<file path="src/rtl/cam_stream_gen.sv">
// -----------------------------------------------------------------------------
// cam_stream_gen
// Camera emulator for an OV7670-style parallel pixel bus. Reads an RGB332
// frame from a synchronous frame-buffer port, expands each pixel to RGB565 and
// emits it as two bytes per pixel with vsync/href frame timing.
//
// Ports:
//   pclk         pixel clock, all logic on its rising edge
//   rst          synchronous active-high reset
//   enable       run request, sampled only at frame boundaries
//   mem_px_addr  frame-buffer read address (linear pixel index)
//   mem_px_data  RGB332 pixel {R[2:0],G[2:0],B[1:0]}, valid one cycle after addr
//   vsync        frame sync, active high
//   href         line valid, high while px_data carries pixel bytes
//   px_data      RGB565 byte stream (byte 1 = {R5,G6[5:3]}, byte 2 = {G6[2:0],B5})
//   frame_done   one-cycle pulse after the end of a frame
//
// The FSM state and hcnt/vcnt describe the current timing slot; vsync, href,
// px_data and frame_done are registered from that slot, so all outputs lag the
// counters by one cycle and stay mutually aligned.
// -----------------------------------------------------------------------------
module cam_stream_gen #(
  parameter int AW          = 15,
  parameter int H_PIX       = 160,
  parameter int V_LINES     = 120,
  parameter int H_BLANK     = 16,
  parameter int VSYNC_LINES = 3,
  parameter int V_BP        = 2,
  parameter int V_FP        = 2
) (
  input  logic          pclk,
  input  logic          rst,
  input  logic          enable,
  output logic [AW-1:0] mem_px_addr,
  input  logic [7:0]    mem_px_data,
  output logic          vsync,
  output logic          href,
  output logic [7:0]    px_data,
  output logic          frame_done
);

  localparam int LINE_LEN    = 2 * H_PIX + H_BLANK;
  localparam int FRAME_LINES = VSYNC_LINES + V_BP + V_LINES + V_FP;
  localparam int HW          = $clog2(LINE_LEN);
  localparam int VW          = $clog2(FRAME_LINES);
  localparam int NPIX        = H_PIX * V_LINES;

  localparam logic [HW-1:0] H_LAST    = HW'(LINE_LEN - 1);
  localparam logic [HW-1:0] H_ACT     = HW'(2 * H_PIX);
  localparam logic [VW-1:0] VS_END    = VW'(VSYNC_LINES - 1);
  localparam logic [VW-1:0] VBP_END   = VW'(VSYNC_LINES + V_BP - 1);
  localparam logic [VW-1:0] ACT_END   = VW'(VSYNC_LINES + V_BP + V_LINES - 1);
  localparam logic [VW-1:0] FRAME_END = VW'(FRAME_LINES - 1);
  localparam logic [AW-1:0] ADDR_LAST = AW'(NPIX - 1);

  typedef enum logic [2:0] {
    S_IDLE,
    S_VSYNC,
    S_VBP,
    S_ACTIVE,
    S_VFP
  } state_t;

  state_t        state_q, state_d;
  logic [HW-1:0] hcnt;
  logic [VW-1:0] vcnt;
  logic [7:0]    byte2_q;
  logic          line_end;
  logic          frame_end;
  logic          in_act;
  logic [15:0]   rgb565;

  // Bit-replicating RGB332 -> RGB565 expansion.
  function automatic logic [15:0] expand_332(input logic [7:0] p);
    logic [4:0] r5;
    logic [5:0] g6;
    logic [4:0] b5;
    r5 = {p[7:5], p[7:6]};
    g6 = {p[4:2], p[4:2]};
    b5 = {p[1:0], p[1:0], p[1]};
    return {r5, g6, b5};
  endfunction

  assign rgb565 = expand_332(mem_px_data);

  // NOTE: every signal driven in always_comb gets a default first, so no path
  // leaves it unassigned and no latch is inferred.
  always_comb begin
    state_d   = state_q;
    line_end  = (hcnt == H_LAST);
    frame_end = (state_q == S_VFP) && line_end && (vcnt == FRAME_END);
    in_act    = (state_q == S_ACTIVE) && (hcnt < H_ACT);
    case (state_q)
      S_IDLE:   if (enable) state_d = S_VSYNC;
      S_VSYNC:  if (line_end && vcnt == VS_END)  state_d = S_VBP;
      S_VBP:    if (line_end && vcnt == VBP_END) state_d = S_ACTIVE;
      S_ACTIVE: if (line_end && vcnt == ACT_END) state_d = S_VFP;
      S_VFP:    if (frame_end) state_d = enable ? S_VSYNC : S_IDLE;
      default:  state_d = S_IDLE;
    endcase
  end

  // NOTE: sequential state uses non-blocking assignments so every register
  // samples pre-edge values regardless of statement order.
  always_ff @(posedge pclk) begin
    if (rst) begin
      state_q     <= S_IDLE;
      hcnt        <= '0;
      vcnt        <= '0;
      vsync       <= 1'b0;
      href        <= 1'b0;
      px_data     <= 8'h00;
      byte2_q     <= 8'h00;
      frame_done  <= 1'b0;
      mem_px_addr <= '0;
    end else begin
      state_q <= state_d;

      // Timing counters; parked at zero while idle so a frame always starts
      // at hcnt = vcnt = 0.
      if (state_q == S_IDLE) begin
        hcnt <= '0;
        vcnt <= '0;
      end else if (line_end) begin
        hcnt <= '0;
        vcnt <= frame_end ? '0 : vcnt + 1'b1;
      end else begin
        hcnt <= hcnt + 1'b1;
      end

      vsync      <= (state_q == S_VSYNC);
      href       <= in_act;
      frame_done <= frame_end;

      // Even slots sample the RAM word and launch byte 1 while parking byte 2;
      // the address steps on that same edge, so the next pixel's address is
      // presented for two full cycles before its byte 1 is launched. The
      // address set during the last pixel of a line carries over the blank
      // tail into the next line, and wraps to 0 after the frame's last pixel.
      if (in_act) begin
        if (!hcnt[0]) begin
          px_data     <= rgb565[15:8];
          byte2_q     <= rgb565[7:0];
          mem_px_addr <= (mem_px_addr == ADDR_LAST) ? '0 : mem_px_addr + 1'b1;
        end else begin
          px_data <= byte2_q;
        end
      end else begin
        px_data <= 8'h00;
      end
    end
  end

endmodule

</file>
<file path="config.mk">
export PLATFORM = sky130hd
export DESIGN_NAME = cam_stream_gen
export DESIGN_NICKNAME = d
export VERILOG_FILES = /design/src/rtl/cam_stream_gen.sv
export SDC_FILE = /design/constraint.sdc
export NUM_CORES = 1
export LEC_CHECK = 0
export BUFFER_PORTS_ARGS = -buffer_cell sky130_fd_sc_hd__buf_2
export CAP_MARGIN = 5
export CORE_MARGIN = 3
export CORE_UTILIZATION = 60
export DETAILED_ROUTE_END_ITERATION = 10
export PLACE_DENSITY = 0.9
export SYNTH_ARGS = -nofsm -noshare
export SYNTH_HDL_FRONTEND = slang
export SYNTH_SLANG_ARGS = --single-unit
</file>
<file path="constraint.sdc">
create_clock -name pclk -period 4 [get_ports pclk]
set_input_delay 0.6 -clock pclk [delete_from_list [all_inputs] [get_ports pclk]]
set_output_delay 0.6 -clock pclk [all_outputs]
set_load 0.1 [all_outputs]
</file>
# After elaboration in Yosys (flattened, before gate mapping)
# Index checks and enable logic that the tools add are counted.
dict set report totals {
  in_bits 11
  output_inout_bits 26
  register_bits 53
  wordCells 52
}
dict set report classes {
  eq_ne 15
  n_reduce_logical 12
  add_sub_neg 3
  n_lt_le_gt_ge 1
  muxes 10
  bitwise_logic 2
}
# cell count
set ops {}
lappend ops {{$add A15 B1 Y15 const B} 1}
lappend ops {{$eq A15 B15 Y1 const B} 1}
lappend ops {{$mux W15} 1}
lappend ops {{$mux W3} 5}
lappend ops {{$pmux W3 S5} 1}
lappend ops {{$eq A7 B7 Y1 const B} 2}
lappend ops {{$add A9 B1 Y9 const B} 1}
lappend ops {{$eq A9 B9 Y1 const B} 1}
lappend ops {{$lt A9 B9 Y1 const B} 1}
lappend ops {{$mux W8} 1}
lappend ops {{$ne A2 B2 Y1 const B} 4}
lappend ops {{$add A7 B1 Y7 const B} 1}
lappend ops {{$eq A7 B2 Y1 const B} 1}
lappend ops {{$eq A7 B3 Y1 const B} 1}
lappend ops {{$mux W7} 1}
lappend ops {{$eq A3 B2 Y1 const B} 2}
lappend ops {{$logic_and A1 B1 Y1} 6}
lappend ops {{$reduce_and A5 Y1} 1}
lappend ops {{$reduce_or A2 Y1} 2}
lappend ops {{$eq A3 B1 Y1 const B} 1}
lappend ops {{$eq A3 B3 Y1 const B} 1}
lappend ops {{$logic_not A3 Y1} 1}
lappend ops {{$reduce_or A3 Y1} 1}
lappend ops {{$ne A2 B1 Y1 const B} 1}
lappend ops {{other kinds (3)} 4}

# Longest topological paths before layout
dict set report depth {
  word_depth 5
  depth_mapped 8
  mapped_depth_nobuf 7
}

# Worst setup path after synthesis
# OpenSTA, ideal clock, no wires.
dict set report synth_timing {
  path_type {flip-flop to flip-flop}
  from {reg mem_px_addr[0]}
  to {reg mem_px_addr[14]}
  n_path_buf 0
  setup_ns 0.071
  stages_incl_launch_ff 6
  setup_slack_ns 1.650
  t_arrival_ns 2.279
  period_less_slack_ns 2.350
  t_required_ns 3.929
  path_cell_list {dfxtp_1 -> ha_1 -> and3_1 -> nand3_1 -> or4b_1 -> a21oi_1}
}
dict set report synth_via {
  elab_chain_cells 2
  elab_cells_between_ends 3
  classes_between {add/sub: 1; eq/ne: 1; mux: 1}
}
# element line_no
set synth_lines {}
lappend synth_lines {{start, declared} 34} ;# output logic [AW-1:0] mem_px_addr,
lappend synth_lines {{start signal, assigned} 144} ;# mem_px_addr <= (mem_px_addr == ADDR_LAST) ? '0 : mem_px_addr + 1'b1;
lappend synth_lines {{$add A15 B1 Y15 / $eq A15 B15 Y1 (equally long branches)} 144}
lappend synth_lines {{$mux W15 (*)} 144}
# Mark *: on every way between the ends. The rest lies on a longest branch, timed or not.
# A chain may end at the register's enable or synchronous reset.

# Worst setup path in the final report
dict set report layout_timing {
  from {reg hcnt[0]}
  to {reg state_q[0]}
}
dict set report layout_via {
  elab_chain_cells 5
  elab_cells_between_ends 11
  classes_between {eq/ne: 5; reduce/logical: 6}
}
# element line_no
set layout_lines {}
lappend layout_lines {{start, declared} 65} ;# logic [HW-1:0] hcnt;
lappend layout_lines {{start signal, assigned} 128} ;# hcnt <= hcnt + 1'b1;
lappend layout_lines {{$eq A9 B9 Y1 (*)} 90} ;# line_end = (hcnt == H_LAST);
lappend layout_lines {{$logic_and A1 B1 Y1 (2 in a row)} 91} ;# frame_end = (state_q == S_VFP) && line_end && (vcnt == FRAME_END);
lappend layout_lines {{$ne A2 B2 Y1 (no line)} n/a}
lappend layout_lines {{$reduce_and A5 Y1 (no line) (*)} n/a}
lappend layout_lines {{end signal, assigned} 117} ;# state_q <= state_d;
lappend layout_lines {{end, declared} 64} ;# state_t state_q, state_d;
# Marks and branches as above.

==> summary.txt <==
Post-CTS Resized: 0
Max-Cap Viols: 0
Worst clock skew: 7.21 ps
Crit end category: register
Initial Utilization: 64.9%
Post-synth EDFFs: 0
Critical Path RT: 4190 ps
Die Area: 4550 um2
Kind of critical path: reg -> reg
Relative slew slack: 44.4%
Met1 Usage GRT: 25.0%
Final Setup Violations: 0
Tcrit/Tclk final: 64.6%
Compound-Gate Fraction of Synth Area: 8.33%
CTS H-Tree Depth: 2
Arr. time, crit path: 2780 ps
Worst skew pair latency: 300 ps
Global routing's busiest layer: met2
# port buffers: 36
Post-synth cell types: 48
Fmax: 387 MHz
Placed wire-length estimate: 3.10 mm
# fillers: 252
Final GP Congestion: 0.833
Total CTS buffers: 5
Crit start category: register
Final hold vios: 0
Routed Antenna Nets: 0
Syn nets: 266
CTS Sinks: 50
Clock root cell: clkbuf_8
Most common cell in the netlist: dfxtp_1
Core ar.: 3490 um2
Inserted Diodes: 0
Initial antenna violation count: 0
GR Layer Usage met2: 35.5%
Drt total wl: 4.45 mm
Main combinational cell family by area after synthesis: simple AND/OR/NAND/NOR gates
DRT Pass-1 Iters: 4
Largest net degree at the start of global routing: 22
Drt first-iter violations: 148
Area after DPL: 2460 um2
Ratio of cells with drive above 1 in the final layout: 19.4%
Vias per Instance: 5.51
Hold path cells: 2
Sequential share of the synthesized area: 44.2%
# IOs: 37
Setup ws final: 1420 ps
Yosys reg bits: 50
Final Critical Period: 2580 ps
Die height: 67.5 um
Area leader, netlist: dfxtp_1
Status: completed
TNS Setup: 0 ps
VDD IR max: 0.000296 V
Yosys top cell area share: 44.2%
Vias in the first global route: 1597
WL per Instance: 13.5 um
Detailed-route DRC error count: 0
Synth top area cells: dfxtp_1 (44%), nor2_1 (5.6%), xor2_1 (5.0%)
Vias: 1817
# hold bufs at CTS: 0
Post-synthesis simple-gate area fraction: 28.9%
Post-synthesis mux area share: 3.59%
Adder-cell share of the synthesized area: 2.76%
Final Cell Area: 2540 um2
Synth-to-layout area growth: 12.1%
Worst-path clk slew: 90 ps
Layout net count: 300
WHS: 463 ps
First-pass GRT wire length: 7.13 mm
Post-CTS Setup Bufs: 0
XOR/XNOR share of the synthesized area: 8.50%
Grt ovf: 0
RSZ-0062 raised after global routing: false
Final Slew Violations: 0
Clk buf depth: 2
Gate Count Post-Synth: 250
Register-to-Register Path Depth: 6
Synthesized area per cell: 9.07 um2
Top_reg_cell synth: dfxtp_1
Post-synth top cells: dfxtp_1 (50), nor2_1 (34), nand2_1 (16)
Post-Syn Area: 2270 um2
Post-synth ARST share: 0%
Yosys Warn Count: 0
Met3 GRT Util: 4.99%
Die W: 67.5 um
Pwr Density: 438 nW/um2
# rows: 21
Worst min path class: reg -> reg
Slew @ Worst Pin: 827 ps
CTS tree: built
Max Fanout on Critical Path: 16
Pre-CTS setup slack: 1520 ps
Lkg Pwr: 0.000974 uW
GRT Resource Usage Total: 20.9%
worst max-delay path: stages (launching register included):
cell      delay (ps)
dfxtp_1          630
ha_1             270
nand3_1          210
nor3_1           610
a211oi_1         230
nor3_2           210
mux2_1           340
layer usage:
layer  up-vias  wire length (um)
met5         -                 0
met4         0                64
met3         6               175
met2        38              2210
met1       846              2010
li1        927                 -
registers in the layout, summed over array words and instances (netlist names):
| signal | count |
|---|---|
| href | 1 |
| byte2_q | 5 |
| mem_px_addr | 15 |
| state_q | 3 |
| px_data | 8 |
| vcnt | 7 |
| frame_done | 1 |
| vsync | 1 |
| hcnt | 9 |
stage by stage:
stage / util (%) / std cells / power (uW)
floorplan: - / 250 / 803
global placement: 70.4 / 323 / 832
detailed placement: 70.4 / 323 / 835
CTS: 72.8 / 330 / 1120
global route: 72.8 / 330 / 1170
finish: 72.8 / 330 / 1110
path summary, 6_finish.rpt:
path | to | from | slack [ps]
max | state_q[0] | hcnt[0] | 1420
min | px_data[6] | byte2_q[6] | 460
max reg2reg | state_q[0] | hcnt[0] | 1420
min reg2reg | px_data[6] | byte2_q[6] | 460
logic make-up (layout without fill, tap and decap cells):
group           after synthesis  after routing
simple gates                115            115
flops                        50             50
compound gates               31             31
xor+xnor                     22             22
buf+inv                      19             53
mux                           8              8
fa+ha+maj                     5              5
layout make-up:
class	count	area, um2	share of cell area (%)
multi-input combinational	181	1180	46.4
clock inverter	2	13.8	0.541
clock buffer	5	68.8	2.71
sequential	50	1000	39.4
tap	46	57.6	2.26
timing repair buffer	37	188	7.38
inverter	9	33.8	1.33
where the power goes:
group | internal [uW] | leakage [uW] | switching [uW]
combinational | 90.7 | 0.000526 | 163
clock | 121 | 0.0000444 | 161
sequential | 528 | 0.000404 | 50.1
placed cells by master (no fill, tap or decap), types with 3 or more instances in the layout:
cell type	count
or3_1	5
ha_1	5
nand2b_1	8
nor3_1	9
nand2_1	16
and3_1	3
nand4_1	5
inv_1	9
dfxtp_1	50
nand3_1	13
a21oi_1	15
mux2i_1	7
clkbuf_8	5
xnor2_1	9
o21ai_0	6
xor2_1	13
nor2_1	34
buf_2	36
(Power assumes the default switching activity.)
